<file path="src/rtl/fmpadding_cfg_sequencer.sv">
// fmpadding_cfg_sequencer: range-checks one padding job and writes its six geometry registers over AXI-lite
module fmpadding_cfg_sequencer #(
  parameter int XCOUNTER_BITS = 8,
  parameter int YCOUNTER_BITS = 8
) (
  input  logic                     ap_clk,
  input  logic                     ap_rst_n,
  input  logic                     cfg_valid,
  output logic                     cfg_ready,
  input  logic [XCOUNTER_BITS-1:0] cfg_xsize,
  input  logic [XCOUNTER_BITS-1:0] cfg_pad_left,
  input  logic [XCOUNTER_BITS-1:0] cfg_pad_right,
  input  logic [YCOUNTER_BITS-1:0] cfg_ysize,
  input  logic [YCOUNTER_BITS-1:0] cfg_pad_top,
  input  logic [YCOUNTER_BITS-1:0] cfg_pad_bottom,
  output logic                     m_axilite_AWVALID,
  input  logic                     m_axilite_AWREADY,
  output logic [2:0]               m_axilite_AWADDR,
  output logic                     m_axilite_WVALID,
  input  logic                     m_axilite_WREADY,
  output logic [31:0]              m_axilite_WDATA,
  output logic [3:0]               m_axilite_WSTRB,
  input  logic                     m_axilite_BVALID,
  output logic                     m_axilite_BREADY,
  input  logic [1:0]               m_axilite_BRESP,
  output logic                     done_valid,
  output logic [1:0]               done_err
);
  typedef enum logic [2:0] {IDLE, CHECK, AW, W, B, DONE} state_t;
  state_t state, state_d;
  logic [XCOUNTER_BITS-1:0] xsize, pad_left, pad_right, xoff;
  logic [YCOUNTER_BITS-1:0] ysize, pad_top, pad_bottom, yoff;
  logic [2:0] idx;
  logic [1:0] err;
  logic reject;
  // one extra bit keeps the pad sums from wrapping; a zero size fails the same test
  assign reject = ({1'b0, pad_left} + {1'b0, pad_right} >= {1'b0, xsize}) ||
                  ({1'b0, pad_top} + {1'b0, pad_bottom} >= {1'b0, ysize});
  assign xoff = xsize - pad_right;
  assign yoff = ysize - pad_bottom;
  assign cfg_ready = state == IDLE;
  assign m_axilite_AWVALID = state == AW;
  assign m_axilite_WVALID = state == W;
  assign m_axilite_BREADY = state == B;
  assign m_axilite_WSTRB = 4'hF;
  assign m_axilite_AWADDR = idx < 3'd3 ? idx : idx + 3'd1;
  assign done_valid = state == DONE;
  assign done_err = err;
  always_comb begin
    m_axilite_WDATA = idx == 3'd0 ? 32'(pad_left) :
                      idx == 3'd1 ? 32'(xoff) :
                      idx == 3'd2 ? 32'(xsize - 1'b1) :
                      idx == 3'd3 ? 32'(pad_top) :
                      idx == 3'd4 ? 32'(yoff) :
                      idx == 3'd5 ? 32'(ysize - 1'b1) : 32'd0;
  end
  always_comb begin
    state_d = state;
    unique case (state)
      IDLE:    if (cfg_valid) state_d = CHECK;
      CHECK:   state_d = reject ? DONE : AW;
      AW:      if (m_axilite_AWREADY) state_d = W;
      W:       if (m_axilite_WREADY) state_d = B;
      B:       if (m_axilite_BVALID) state_d = (m_axilite_BRESP != 2'b00 || idx == 3'd5) ? DONE : AW;
      DONE:    state_d = IDLE;
      default: state_d = IDLE;
    endcase
  end
  always_ff @(posedge ap_clk or negedge ap_rst_n) begin
    if (!ap_rst_n) begin
      state <= IDLE;
      idx <= '0;
      err <= '0;
      xsize <= '0;
      pad_left <= '0;
      pad_right <= '0;
      ysize <= '0;
      pad_top <= '0;
      pad_bottom <= '0;
    end else begin
      state <= state_d;
      if (state == IDLE && cfg_valid) begin
        xsize <= cfg_xsize;
        pad_left <= cfg_pad_left;
        pad_right <= cfg_pad_right;
        ysize <= cfg_ysize;
        pad_top <= cfg_pad_top;
        pad_bottom <= cfg_pad_bottom;
      end
      if (state == CHECK) begin
        idx <= '0;
        err <= reject ? 2'b01 : 2'b00;
      end
      if (state == B && m_axilite_BVALID) begin
        if (m_axilite_BRESP != 2'b00) err <= 2'b10;
        else idx <= idx + 3'd1;
      end
    end
  end
endmodule

</file>
<file path="config.mk">
export PLATFORM = sky130hd
export DESIGN_NAME = fmpadding_cfg_sequencer
export DESIGN_NICKNAME = d
export VERILOG_FILES = /design/src/rtl/fmpadding_cfg_sequencer.sv
export SDC_FILE = /design/constraint.sdc
export NUM_CORES = 1
export LEC_CHECK = 0
export CAP_MARGIN = 20
export CORE_MARGIN = 4
export CORE_UTILIZATION = 30
export CTS_BUF_LIST = sky130_fd_sc_hd__clkbuf_8 sky130_fd_sc_hd__clkbuf_16
export DETAILED_ROUTE_END_ITERATION = 10
export GPL_ROUTABILITY_DRIVEN = 0
export HOLD_SLACK_MARGIN = 0.03
export PLACE_DENSITY_LB_ADDON = 0.15
export SLEW_MARGIN = 25
export SYNTH_ARGS = -nofsm -noshare
export SYNTH_HDL_FRONTEND = slang
export SYNTH_SLANG_ARGS = --single-unit
</file>
<file path="constraint.sdc">
create_clock -name ap_clk -period 7.02 [get_ports ap_clk]
set_input_delay 0.702 -clock ap_clk [delete_from_list [all_inputs] [get_ports ap_clk]]
set_output_delay 0.702 -clock ap_clk [all_outputs]
set_load 0.01 [all_outputs]
</file>
Word-level counts from Yosys, hierarchy flattened
Index checks and enable logic that the tools add are counted.
Widths: inputs -> output; s select.
{ "totals": {"reg_bits": 56, "out_inout_bits": 46, "wordCells": 62} }
{ "op_classes": {"add_sub_neg": 7, "magnitude_cmp": 3, "eq_ne": 14, "muxes": 21, "reduce_logical": 8} }
{ "op_table": {"columns": ["cell", "n"], "rows": [
  ["$mux 32", 6],
  ["$mux 3", 10],
  ["$add 8x8->9", 2],
  ["$ge 9x8->1", 2],
  ["$sub 8x1->9 const B", 2],
  ["$sub 8x8->8", 2],
  ["$pmux 3 s5", 1],
  ["$eq 3x2->1 const B", 4],
  ["$eq 3x3->1 const B", 4],
  ["$eq 3x1->1 const B", 2],
  ["$logic_not 3->1", 2],
  ["$mux 2", 3],
  ["$ne 2x1->1 const B", 2],
  ["$ne 2x2->1 const B", 2],
  ["$reduce_and 4->1", 1],
  ["$add 3x1->3 const B", 1],
  ["$lt 3x2->1 const B", 1],
  ["$logic_and 1x1->1", 2],
  ["$logic_or 1x1->1", 2],
  ["$reduce_bool 2->1", 1],
  ["$mux 1", 1]
]} }

Depth between registers and ports, before layout
Gate-level depths: netlist of the first run.
{ "logic_depth": {"ltp_word": 7, "mapped_depth": 16, "mapped_depth_nobuf": 16} }

Worst setup path before layout of the first run
Ideal clock, no wire load.
{ "synth_timing": {"path_type": "register to output", "startpoint": "register idx[0]", "endpoint": "output m_axilite_WDATA[10]", "arrival_time_ns": 3.111, "required_time_ns": 6.318, "slack_ns": 3.207, "path_stages_with_launch": 9, "path_cell_list": "dfrtp_1 -> inv_1 -> ha_1 -> buf_2 -> nand3b_1 -> nor2_1 -> a41oi_1 -> nor3_1 -> buf_4"} }
{ "synth_between": {"elab_chain_len": 7} }
{ "synth_rtl": {"columns": ["element", "line_no", "text"], "rows": [
  ["from (decl)", "33", "logic [2:0] idx;"],
  ["from (signal assigned)", "96", "else idx <= idx + 3'd1;"],
  ["$eq 3x3->1", "55", "idx == 3'd5 ? 32'(ysize - 1'b1) : 32'd0;"],
  ["$mux 32", "55", null],
  ["$mux 32", "54", "idx == 3'd4 ? 32'(yoff) :"],
  ["$mux 32", "53", "idx == 3'd3 ? 32'(pad_top) :"],
  ["$mux 32", "52", "idx == 3'd2 ? 32'(xsize - 1'b1) :"],
  ["$mux 32", "51", "idx == 3'd1 ? 32'(xoff) :"],
  ["$mux 32 (*)", "50", "m_axilite_WDATA = idx == 3'd0 ? 32'(pad_left) :"],
  ["to (decl)", "21", "output logic [31:0] m_axilite_WDATA,"]
]} }
Mark *: on every way between the ends. The rest lies on a longest branch, timed or not.

Worst setup path in the final report of the first run
{ "layout_timing": {"startpoint": "register idx[2]", "endpoint": "output m_axilite_WDATA[10]"} }
The elaborated chain is that of the path after synthesis.

==> reports/results.txt, run 1 <==
Power Density: 525 mW/mm^2
WL/cell: 16.7 um
Final setup fails: 0
Die X: 135 um
RSZ-0062 raised after global routing: false
Main synth FF type: dfrtp_1
Worst min-delay path category: register to register
Syn Area/Cell: 8.55 sq um
GRT Resource Usage Total: 15.8%
Hold buffers post-CTS: 0
Final Hold Viols: 0
Vias/cell: 4.94
Max cap viols: 0
Crit share post-route: 56.9%
Die H: 135 um
Global-route wire length before repair: 22.5 mm
Area after DPL: 0.00581 sq mm
Slew @ Worst Pin: 0.768 ns
Setup tns final: 0 ns
Final instance area: 0.00596 sq mm
H-tree Lvls: 2
WL final: 14.1 mm
Cts repair resizes: 0
DR vias: 4183
Layout cells sized above 1: 6.67%
TritonCTS clock tree: built
Period minus WS final: 4.00 ns
Row cnt: 46
Peak VDD IR: 266 uV
Worst hold slack: 0.492 ns
Status: finished, final reports clean
Clock skew: 0.00341 ns
Sequential area share after synthesis: 29.1%
Fmax: 0.250 GHz
Commonest non-fill, non-tap cell in the layout: clkdlybuf4s50_1
Pin count of the biggest net entering global routing: 81
Nets: 742
CP startpoint kind: register
Crit-path max FO: 24
Longest Clk Path Bufs: 2
Arrival @ worst endpoint: 3.30 ns
Overflow after GRT: 0
Leak: 0.00247 uW
Post-DRT Antenna Nets: 0
Initial core utilization: 30.5%
Die area: 0.0182 sq mm
Asr flop ratio synth: 100%
Worst Setup End Kind: output pin
Total CTS buffers: 5
First DRT Iteration DRCs: 209
Area growth syn-to-layout: 23.7%
Max Slew Vio Count: 0
Max_slew headroom: 48.8%
Setup repair bufs after CTS: 0
DRC: 0
Antenna Cells: 0
Top-Level Pins: 102
CP required: 6.32 ns
DP Wirelength: 11.2 mm
First-pass DRT Iterations: 5
Area of the mapped netlist: 0.00482 sq mm
CTS root buffer: clkbuf_16
Setup CP Type: register to output pin
Number of synthesized flops with an enable pin: 0
Most frequent cells in the layout: 96 x clkdlybuf4s50_1, 63 x o21ai_0, 56 x dfrtp_1
Clk Latency, worst-skew pair: 0.31 ns
Synth Register Bits: 56
IO buf count: 97
Synthesis Warnings: 0
Reg2Reg Setup Slack: 3.56 ns
CORE AREA: 0.0158 sq mm
Syn Inst Count: 564
Vias in the first global route: 4218
Worst-path clk slew: 0.07 ns
Clock sink total: 56
Antenna violations before repair: 0
Synth cell types: 67
[Yosys cell counts, types with 6 or more instances]
master	instances	area share, %
nor3_1	18	1.9
nand3_1	8	0.83
nand2b_1	7	0.91
buf_2	8	0.83
o21ai_0	63	6.5
nor2_1	42	3.3
nand4_1	6	0.78
dfrtp_1	56	29
ha_1	53	14
a21oi_1	24	2.5
xnor2_1	24	4.4
or3_1	6	0.78
o21a_1	6	0.93
clkbuf_1	8	0.62
buf_4	28	4.4
inv_1	45	3.5
nand2_1	48	3.7
nor2b_1	9	1.2
mux2_2	17	4.0
nand3b_1	7	1.1
[per-layer routing]
layer | up-vias | wire length [um] | GRT usage, %
met3 | 13 | 554 | 2.61
met2 | 91 | 6300 | 25.0
met1 | 1983 | 7010 | 22.0
li1 | 2096 | - | -
met4 | 0 | 228 | 5.09
met5 | - | 0 | 0
[cell families after synthesis]
logic type / share of synthesized area, %
xor+xnor: 5.27
simple gates: 17.6
mux: 4.18
compound gates: 19.0
buf+inv: 9.40
fa+ha+maj: 15.4
other cells: 0.0778
flops: 29.1
[sequential cells by signal, indices dropped and copies added, names as in the netlist]
| name | count |
|---|---|
| done_err | 2 |
| idx | 3 |
| pad_bottom | 8 |
| pad_left | 8 |
| pad_right | 8 |
| pad_top | 8 |
| state | 3 |
| xsize | 8 |
| ysize | 8 |
[through the flow]
stage	utilization [%]	worst slack [ns]	cells	power (uW)
global placement	36.7	3.24	838	2840
floorplan	-	3.21	567	2210
global route	37.7	2.72	846	3460
finish	37.7	3.02	846	3130
detailed placement	36.7	3.04	838	2860
CTS	37.6	2.67	846	3160
[critical path, cell delays in order, from the launching register on]
cell             delay (ns)
dfrtp_1                0.59
inv_1                  0.17
ha_1                   0.46
nor2_1                 0.29
a41oi_1                0.23
nor3_4                 0.57
clkdlybuf4s50_1        0.67
[where the power goes]
| part | internal, uW | switching, uW |
|---|---|---|
| clock | 141 | 124 |
| sequential | 477 | 184 |
| combinational | 1020 | 1180 |
[final timing paths]
kind / depth (start not counted) / from / to
worst max register to register: 15 / pad_top[0] / state[0]
worst min-delay path: 2 / done_err[1] / done_err[1]
min in group asynchronous: 2 / ap_rst_n / pad_left[5]
worst min register to register: 2 / done_err[1] / done_err[1]
max in group asynchronous: 2 / ap_rst_n / pad_top[4]
worst max-delay path: 6 / idx[2] / m_axilite_WDATA[10]
[layout make-up]
type	instances	area (sq um)
Fill cell	1582	9860
Multi-Input combinational cell	421	2990
Sequential cell	56	1400
Timing Repair Buffer	99	981
Tap cell	216	270
Inverter	46	173
Clock buffer	6	139
Clock inverter	2	10.0
(Power assumes the default switching activity.)
==> run 2, diff against run 1 <==
==> constraint.sdc (replaced) <==
create_clock -name ap_clk -period 3.7 [get_ports ap_clk]
set_input_delay 0.37 -clock ap_clk [delete_from_list [all_inputs] [get_ports ap_clk]]
set_output_delay 0.37 -clock ap_clk [all_outputs]
set_load 0.01 [all_outputs]
==> run 2 against run 1 <==
Net effect:
- register-to-register slack lost 3.2 ns
- combinational power grew 90%
- clock-buffer cell count did not move
- core utilization rose by 0.28 points
- sequential power increased by 89%
- flip-flop and latch count is the same
- die area unchanged
- routed wire length increased by 0.11%
- clock power increased by 88%
- sequential share of layout area decreased by 0.17 points
- critical path depth is 3 higher
==> reports/results.txt, run 2 (synthesis gave the netlist of run 1 again) <==
Status: finished, final reports clean
Worst path depth: 9 (+3)
Clock sink total: 56 (unchanged)
Antenna violations before repair: 0 (unchanged)
Overflow after GRT: 0 (unchanged)
Total CTS buffers: 5 (unchanged)
Setup CP Type: register to output pin
Commonest non-fill, non-tap cell in the layout: clkdlybuf4s50_1
Cell Chain, Critical Path: inv_1 > ha_1 > nor2b_4 > o31a_2 > or4b_1 > a31o_1 > a21oi_1 > o22a_1 > clkdlybuf4s50_1
Hold buffers post-CTS: 0 (unchanged)
CP required: 3.33 ns (-2.99 ns)
Crit path buf inv count: 2 (unchanged)
Initial core utilization: 30.5% (unchanged)
Setup tns final: 0 ns (unchanged)
Worst r2r path cells: 15 (unchanged)
Most frequent cells in the layout: 95 x clkdlybuf4s50_1, 63 x o21ai_0, 56 x dfrtp_1
WL final: 14.1 mm (+0.11%)
Die X: 135 um (unchanged)
Crit-path max FO: 4 (-83%)
Worst min-delay path category: primary input to async pin
Max_slew headroom: 50.2% (+1.4 points)
Area growth syn-to-layout: 24.6%
Die area: 0.0182 sq mm (unchanged)
CP top delay family: compound AO/OA/AOI/OAI gates
First-pass DRT Iterations: 5 (unchanged)
Vias/cell: 4.99 (+0.96%)
GRT Resource Usage Total: 15.9% (+0.11 points)
Arrival @ worst endpoint: 3.17 ns (-0.13 ns)
Clk Latency, worst-skew pair: 0.31 ns (about the same)
First DRT Iteration DRCs: 267 (+28%)
DR vias: 4248 (+1.6%)
Crit path largest cell delay: 0.54 ns (-0.13 ns)
Final Hold Viols: 0 (unchanged)
Clock skew: 0.00707 ns (+0.00367 ns)
Row cnt: 46 (unchanged)
Area after DPL: 0.00584 sq mm (+0.60%)
Worst Setup End Kind: output pin
H-tree Lvls: 2 (unchanged)
Antenna Cells: 0 (unchanged)
Crit share post-route: 95.7%
CTS root buffer: clkbuf_16
Slowest cell on crit path: clkdlybuf4s50_1
Setup WS post-layout: 0.159 ns (-2.86 ns)
Die H: 135 um (unchanged)
Post-DRT Antenna Nets: 0 (unchanged)
TritonCTS clock tree: built
WL/cell: 16.6 um (-0.47%)
CP startpoint kind: register
Global-route wire length before repair: 22.9 mm (+1.8%)
Max Slew Vio Count: 0 (unchanged)
Fill cells: 1614 (+2.0%)
Fmax: 0.282 GHz
Peak VDD IR: 297 uV (+12%)
Nets: 747 (+0.67%)
Place WS: 0.339 ns (-2.70 ns)
Top-Level Pins: 102 (unchanged)
Longest Clk Path Bufs: 2 (unchanged)
Layout cells sized above 1: 7.09% (+0.42 points)
Leak: 0.00251 uW (+1.6%)
Final setup fails: 0 (unchanged)
Period minus WS final: 3.54 ns
Final instance area: 0.00601 sq mm (+0.73%)
DRC: 0 (unchanged)
DP Wirelength: 11.6 mm (+3.2%)
CORE AREA: 0.0158 sq mm (unchanged)
Slew @ Worst Pin: 0.746 ns (-0.0216 ns)
Worst-path clk slew: 0.07 ns (about the same)
IO buf count: 97 (unchanged)
Pin count of the biggest net entering global routing: 52 (-36%)
Power Density: 991 mW/mm^2 (+89%)
Max cap viols: 0 (unchanged)
RSZ-0062 raised after global routing: false
Vias in the first global route: 4295 (+1.8%)
run 2: stage by stage:
step | utilization, % | hold WS, ns | power (uW) | instances
6_report | 38.0 | 0.126 | 5950 | 851
5_1_grt | 38.0 | 0.181 | 6570 | 851
4_1_cts | 37.8 | 0.148 | 5980 | 849
3_5_place_dp | 36.9 | 0.481 | 5450 | 841
3_3_place_gp | 36.9 | 0.472 | 5360 | 841
2_1_floorplan | - | 0.0744 | 4190 | 567
run 2: repair_timing:
| item | 4_1_cts | 5_1_grt |
|---|---|---|
| gates resized for setup | 0 | 1 |
| buffers inserted | 0 | 2 |
| hold endpoints to repair | 0 | 0 |
| setup endpoints to repair | 0 | 2 |
run 2: cell type report:
class                           instances  area, sq um  area share, %
Multi-Input combinational cell        421         2980           49.7
Sequential cell                        56         1400           23.3
Timing Repair Buffer                  104         1030           17.2
Tap cell                              216          270           4.50
Inverter                               46          173           2.87
Clock buffer                            6          139           2.31
Clock inverter                          2         7.51          0.125
run 2: worst paths after layout:
kind / from / to / slack [ns]
hold / removal: ap_rst_n / pad_right[4] / 0.13
setup reg to reg: pad_bottom[0] / state[0] / 0.35
setup / recovery: pad_bottom[1] / m_axilite_WDATA[5] / 0.16
max in group asynchronous: ap_rst_n / ysize[7] / 2.74
min in group ap_clk: done_err[1] / done_err[1] / 0.51
hold reg to reg: done_err[1] / done_err[1] / 0.51
run 2: power by group:
part / switching, uW / internal [uW] / total [uW]
combinational: 2240 / 1960 / 4200
sequential: 347 / 905 / 1250
clock: 231 / 266 / 497
run 2: routing by layer:
metal,global-route usage (%),vias to the layer above,share of wire (%)
li1,-,2105,-
met5,0,-,0
met1,22.0,1992,47
met3,3.73,16,7.1
met2,25.1,135,44
met4,4.07,0,1.7
==> RTL edit 1: new RTL, config.mk and constraints of run 2 <==
Change the parameter `XCOUNTER_BITS` from 8 to 10.
--- a/src/rtl/fmpadding_cfg_sequencer.sv
+++ b/src/rtl/fmpadding_cfg_sequencer.sv
@@ -2,3 +2,3 @@
 module fmpadding_cfg_sequencer #(
-  parameter int XCOUNTER_BITS = 8,
+  parameter int XCOUNTER_BITS = 10,
   parameter int YCOUNTER_BITS = 8
Interface: changed (resized cfg_pad_left, cfg_pad_right and cfg_xsize); port bits go from 102 to 108. No check against the original RTL was run, so the function may have changed too.
==> RTL edit 1 against run 2 <==
Count of clock-buffer cells in the layout up 5. Area after synthesis up 11%. Power up 19%. Sequential cell count up 6. Setup slack worse by 0.065 ns. Cell area up 15%. Clock skew down 0.0026 ns. Wire length up 6.8%. Hold slack worse by 0.018 ns. Global-route usage down 0.54 points. Maximum frequency down 1.8%.
==> RTL edit 1: results (changes against run 2) <==
Outcome
  – Outcome: completed

Clocking
  – Number of CTS-inserted buffers: 9 (+4)
  – H-tree levels: 3 (+1)
  – Clock Latency Late Sink: 0.34 ns (+0.03 ns)
  – Clock Tree Buf Depth: 2 (unchanged)

Setup path
  – CP top delay family: simple AND/OR/NAND/NOR gates
  – R2R Path Start: pad_right[1]$_DFFE_PN0P_
  – CP endpoint kind: flop
  – CP Max Fanout: 3 (-1)
  – Worst r2r dst: done_err[0]$_DFF_PN0_
  – Worst R2R Path Depth: 14 (-1)
  – Register-to-register setup slack: 0.09 ns (-0.26 ns)
  – Slowest-stage cell, CP: or4b_4
  – Crit-path max cell delay: 0.50 ns (-0.04 ns)

Cells and area
  – Largest regs: pad_left: 10 flops, pad_right: 10 flops, xsize: 10 flops
  – Post-layout net count: 829 (+11%)
  – Share of layout cells above drive strength 1: 0.111 (+0.0406)
  – Fillers: 1758 (+8.9%)

STA
  – Slew headroom: 0.480 (-0.0229)
  – Worst Skew: 0.00443 ns (-0.00265 ns)
  – Final Hold Fails: 0 (unchanged)

Route
  – DRT Wirelength: 15.1 mm (+6.8%)
  – Drt pass-1 iters: 4 (-1)
  – Ratio of routed vias to standard cells: 4.97 (-0.39%)
  – Initial DRC Count: 186 (-30%)

Synthesis
  – Sequential element share of the synthesized area: 0.290 (-0.000496)
  – Yosys warning count: 0 (unchanged)
  – Most area-consuming cells after synthesis: dfrtp_1, ha_1, o21ai_0, mux2_2, xnor2_1
  – Synth top cells by count: dfrtp_1, o21ai_0, ha_1, nand2_1, inv_1
  – Post-synth ARST share: 1.00 (unchanged)
  – EDFF count, synth: 0 (unchanged)
  – Distinct cells, synth: 67 (unchanged)

Global route
  – Vias in the first global route: 4737 (+10%)
  – Largest net degree at the start of global routing: 50 (-3.8%)
  – Gr usage total: 0.154 (-0.00540)
  – First-pass GRT wire length: 24.4 mm (+6.5%)

Power
  – Internal: 3890 uW (+24%)
  – Peak VDD IR: 0.477 mV (+60%)
  – LEAKAGE: 0.00291 uW (+16%)

Placed design
  – Dpl hpwl: 12.0 mm (+3.4%)
  – PortBufs: 103 (+6.2%)
  – Placed inst area: 0.00648 mm^2 (+11%)

Hold path
  – Worst hold path type: in2async
RTL edit 1: cell types whose count changed in the layout (fill, tap and decap cells not counted), moves of 5 or more:
cell,before,now
a211oi_1,4,12
buf_4,6,14
nor3_1,17,11
nor3b_1,1,7
dfrtp_1,56,61
ha_1,53,58
nand3_1,8,13
o21a_1,6,11
o221ai_1,1,6
or3_1,6,1
RTL edit 1: worst min path at each step:
stage / end / slack [ns] / cells past startpoint
2_1_floorplan: done_err[0]$_DFF_PN0_ / 0.07 / 0
3_3_place_gp: done_err[1]$_DFF_PN0_ / 0.48 / 1
3_5_place_dp: pad_left[7]$_DFFE_PN0P_ / 0.49 / 1
4_1_cts: pad_right[5]$_DFFE_PN0P_ / 0.12 / 1
5_1_grt: pad_left[7]$_DFFE_PN0P_ / 0.17 / 1
6_report: pad_left[7]$_DFFE_PN0P_ / 0.11 / 1
RTL edit 1: power by group through the flow:
stage | registers [uW] | clock network, uW | logic [uW]
after floorplan | 1260 | 0 | 3330
final | 1400 | 870 | 4840
after global routing | 1450 | 919 | 5430
after CTS | 1400 | 900 | 4670
after global placement | 1400 | 0 | 4530
after detailed placement | 1400 | 0 | 4600
RTL edit 1: what timing repair did:
action,in CTS,in global routing
setup endpoints to repair,6,29
setup buffers,0,2
resized for setup,5,19
pin swaps,3,8
RTL edit 1: kinds of logic (layout without fill, tap and decap cells):
kind of cell               after synthesis  in the layout  synth area share
and+or+nand+nor                        179            179             0.170
adders and majority gates               63             63             0.153
AOI/OAI and AO/OA                      169            169             0.204
buffers and inverters                   91            181            0.0887
other                                    1              4          0.000702
DFF                                     62             62             0.290
muxes                                   21             21            0.0442
xor gates and xnor gates                30             30            0.0492
RTL edit 1: through the flow:
stage | setup slack [ns] | std cells | power (uW) | hold WS, ns
finish | 0.0932 | 934 | 7110 | 0.109
global route | -0.0308 | 934 | 7800 | 0.175
CTS | 0.00644 | 932 | 6970 | 0.121
detailed placement | -0.0602 | 916 | 6000 | 0.487
global placement | 0.0711 | 916 | 5930 | 0.476
floorplan | 0.174 | 619 | 4590 | 0.0744
RTL edit 1: layout make-up:
class / instances / area [um^2] / share of cell area
timing repair buffer: 118 / 1160 / 0.168
clock inverter: 5 / 48.8 / 0.00709
sequential: 62 / 1550 / 0.226
tap: 225 / 282 / 0.0409
multi-input combinational: 466 / 3410 / 0.496
inverter: 47 / 176 / 0.0256
clock buffer: 11 / 253 / 0.0367
RTL edit 1: routing by layer:
metal  part of all wire  GRT usage  vias up  routed length [um]
met5                  0          0        -                   0
met2               0.46      0.252      104                6920
li1                   -          -     2336                   -
met4              0.022     0.0515        0                 326
met1               0.48      0.203     2184                7190
met3              0.042     0.0313       20                 631
==> RTL edit 2: new RTL, flow settings as in run 2 <==
Without the edit above. Register the input `cfg_xsize` before use, without a reset. The logic sees it one clock later. The other inputs are not delayed to match.
--- a/src/rtl/fmpadding_cfg_sequencer.sv
+++ b/src/rtl/fmpadding_cfg_sequencer.sv
@@ -29,2 +29,9 @@
   typedef enum logic [2:0] {IDLE, CHECK, AW, W, B, DONE} state_t;
+
+  logic [XCOUNTER_BITS-1:0] cfg_xsize_q;
+
+  always_ff @(posedge ap_clk) begin
+    cfg_xsize_q <= cfg_xsize;
+  end
+
   state_t state, state_d;
@@ -82,3 +89,3 @@
       if (state == IDLE && cfg_valid) begin
-        xsize <= cfg_xsize;
+        xsize <= cfg_xsize_q;
         pad_left <= cfg_pad_left;
Check against the original RTL: not equivalent (Yosys sat finds a counterexample within 4 cycles, from zero or initial values and one cycle with ap_rst_n low).
==> RTL edit 2 against run 2 <==
Count of clock-buffer cells in the layout grew 5. Critical path depth grew 1. Critical path type unchanged. Area after synthesis grew 0.93%. Synthesized cell count shrank 1.4%. Maximum frequency grew 1.1%. Global-route usage shrank 0.54 points. Sequential share of layout area grew 1.7 points. Setup slack gained 0.038 ns. Sequential cell count grew 8. Core utilization grew 1.4 points. Power grew 6.5%. Cell area grew 3.9%. Wire length shrank 1.9%.
==> RTL edit 2: results (changes against run 2) <==
Global route
  – Vias in the first global route: 4220 (-1.7%)
  – Initial antenna violation count: 0 (unchanged)
  – Gr usage total: 0.154 (-0.00542)
  – Largest net degree at the start of global routing: 40 (-23%)
  – First-pass GRT wire length: 21.8 mm (-4.8%)

Placed design
  – Placed inst area: 0.00591 mm^2 (+1.1%)
  – Dpl hpwl: 10.9 mm (-5.6%)
  – PortBufs: 97 (unchanged)

Clocking
  – Clock transition at the registers of the reported paths: 0.06 ns
  – Number of CTS-inserted buffers: 9 (+4)
  – Clock Latency Late Sink: 0.34 ns (+0.03 ns)
  – H-tree levels: 3 (+1)
  – Setup repair bufs after CTS: 0 (unchanged)

STA
  – Slew headroom: 0.423 (-0.0792)
  – Setup Viol. Count Final: 0 (unchanged)
  – Worst Skew: 0.00800 ns (+0.000924 ns)

Route
  – Drt pass-1 iters: 4 (-1)
  – Routed WL per cell: 16.2 um (-2.1%)
  – Ratio of routed vias to standard cells: 4.95 (-0.87%)
  – Initial DRC Count: 182 (-32%)

Synthesis
  – Sequential element share of the synthesized area: 0.321 (+0.0302)
  – Yosys warning count: 0 (unchanged)
  – Synth top cells by count: dfrtp_1, ha_1, nand2_1, inv_1, o21ai_0
  – Distinct cells, synth: 57 (-15%)
  – Most area-consuming cells after synthesis: dfrtp_1, ha_1, buf_4, nand2_1, mux2_1
  – Post-synth ARST share: 0.875 (-0.125)

Power
  – LEAKAGE: 0.00264 uW (+5.2%)
  – Peak VDD IR: 0.394 mV (+33%)

Cells and area
  – Share of layout cells above drive strength 1: 0.0502 (-0.0206)
  – Fillers: 1633 (+1.2%)
  – Post-layout net count: 745 (-0.27%)

Setup path
  – CP Max Fanout: 4 (unchanged)
  – CP top delay family: compound AO/OA/AOI/OAI gates
  – Worst R2R Path Depth: 14 (-1)
  – Slowest-stage cell, CP: clkdlybuf4s50_1
  – Crit-path max cell delay: 0.57 ns (+0.03 ns)

Outcome
  – Outcome: completed

Hold path
  – Worst hold path type: in2async
==> RTL edit 2: cell types whose count changed after synthesis, moves of 5 or more <==
cell,delta
mux2_1,+17
o211ai_1,+6
o21ai_1,+26
nor3_1,-7
mux2_2,-17
nor2_1,-14
nand2b_1,+6
o21ai_0,-29
dfxtp_1,+8
nand2_1,+5
==> RTL edit 2: final timing paths <==
path	startpoint	to	slack [ns]
max	ysize[0]$_DFFE_PN0P_	m_axilite_WDATA[4]	0.20
min	ap_rst_n	pad_top[2]$_DFFE_PN0P_	0.14
max reg2reg	pad_bottom[0]$_DFFE_PN0P_	state[0]$_DFFE_PN0P_	0.43
min reg2reg	cfg_xsize_q[0]$_DFF_P_	xsize[0]$_DFFE_PN0P_	0.42
max in group asynchronous	ap_rst_n	xsize[5]$_DFFE_PN0P_	2.71
min in group ap_clk	cfg_xsize_q[0]$_DFF_P_	xsize[0]$_DFFE_PN0P_	0.42
==> RTL edit 2: cells by family (layout without fill, tap and decap cells) <==
kind of cell,Yosys count,after routing,synth area share
AOI/OAI and AO/OA,146,146,0.183
buffers and inverters,88,166,0.0903
and+or+nand+nor,152,152,0.157
xor gates and xnor gates,30,30,0.0540
DFF,64,64,0.321
other,1,4,0.000771
muxes,18,18,0.0414
adders and majority gates,57,57,0.153
==> RTL edit 2: per-stage QoR <==
step	setup WS (ns)	utilization	std cells	hold slack (ns)
CTS	0.00994	0.392	853	0.191
global placement	0.398	0.372	837	0.422
global route	0.00826	0.393	853	0.218
finish	0.197	0.393	853	0.136
detailed placement	0.313	0.372	837	0.417
floorplan	0.692	-	559	0.0744
==> RTL edit 2: routing by layer <==
layer | up-vias | track usage | wire length (um)
met5 | - | 0 | 0
li1 | 2070 | - | -
met1 | 1995 | 0.214 | 6830
met2 | 140 | 0.236 | 5920
met3 | 16 | 0.0423 | 846
met4 | 0 | 0.0403 | 246
==> RTL edit 2: area by class of cell <==
class	instances	share of cell area
clock buffer	11	0.0405
clock inverter	5	0.0116
inverter	47	0.0283
multi-input combinational	407	0.462
sequential	64	0.250
tap	216	0.0433
timing repair buffer	103	0.164
==> RTL edit 2: repair_timing <==
item / CTS / global route
resized for setup: 0 / 2
endpoints found under the setup margin: 0 / 2
endpoints found under the hold margin: 0 / 0
==> RTL edit 2: power breakdown <==
group	total [uW]	switching [uW]	internal (uW)
Sequential	1360	356	1000
Clock	930	310	620
Combinational	4050	2150	1900
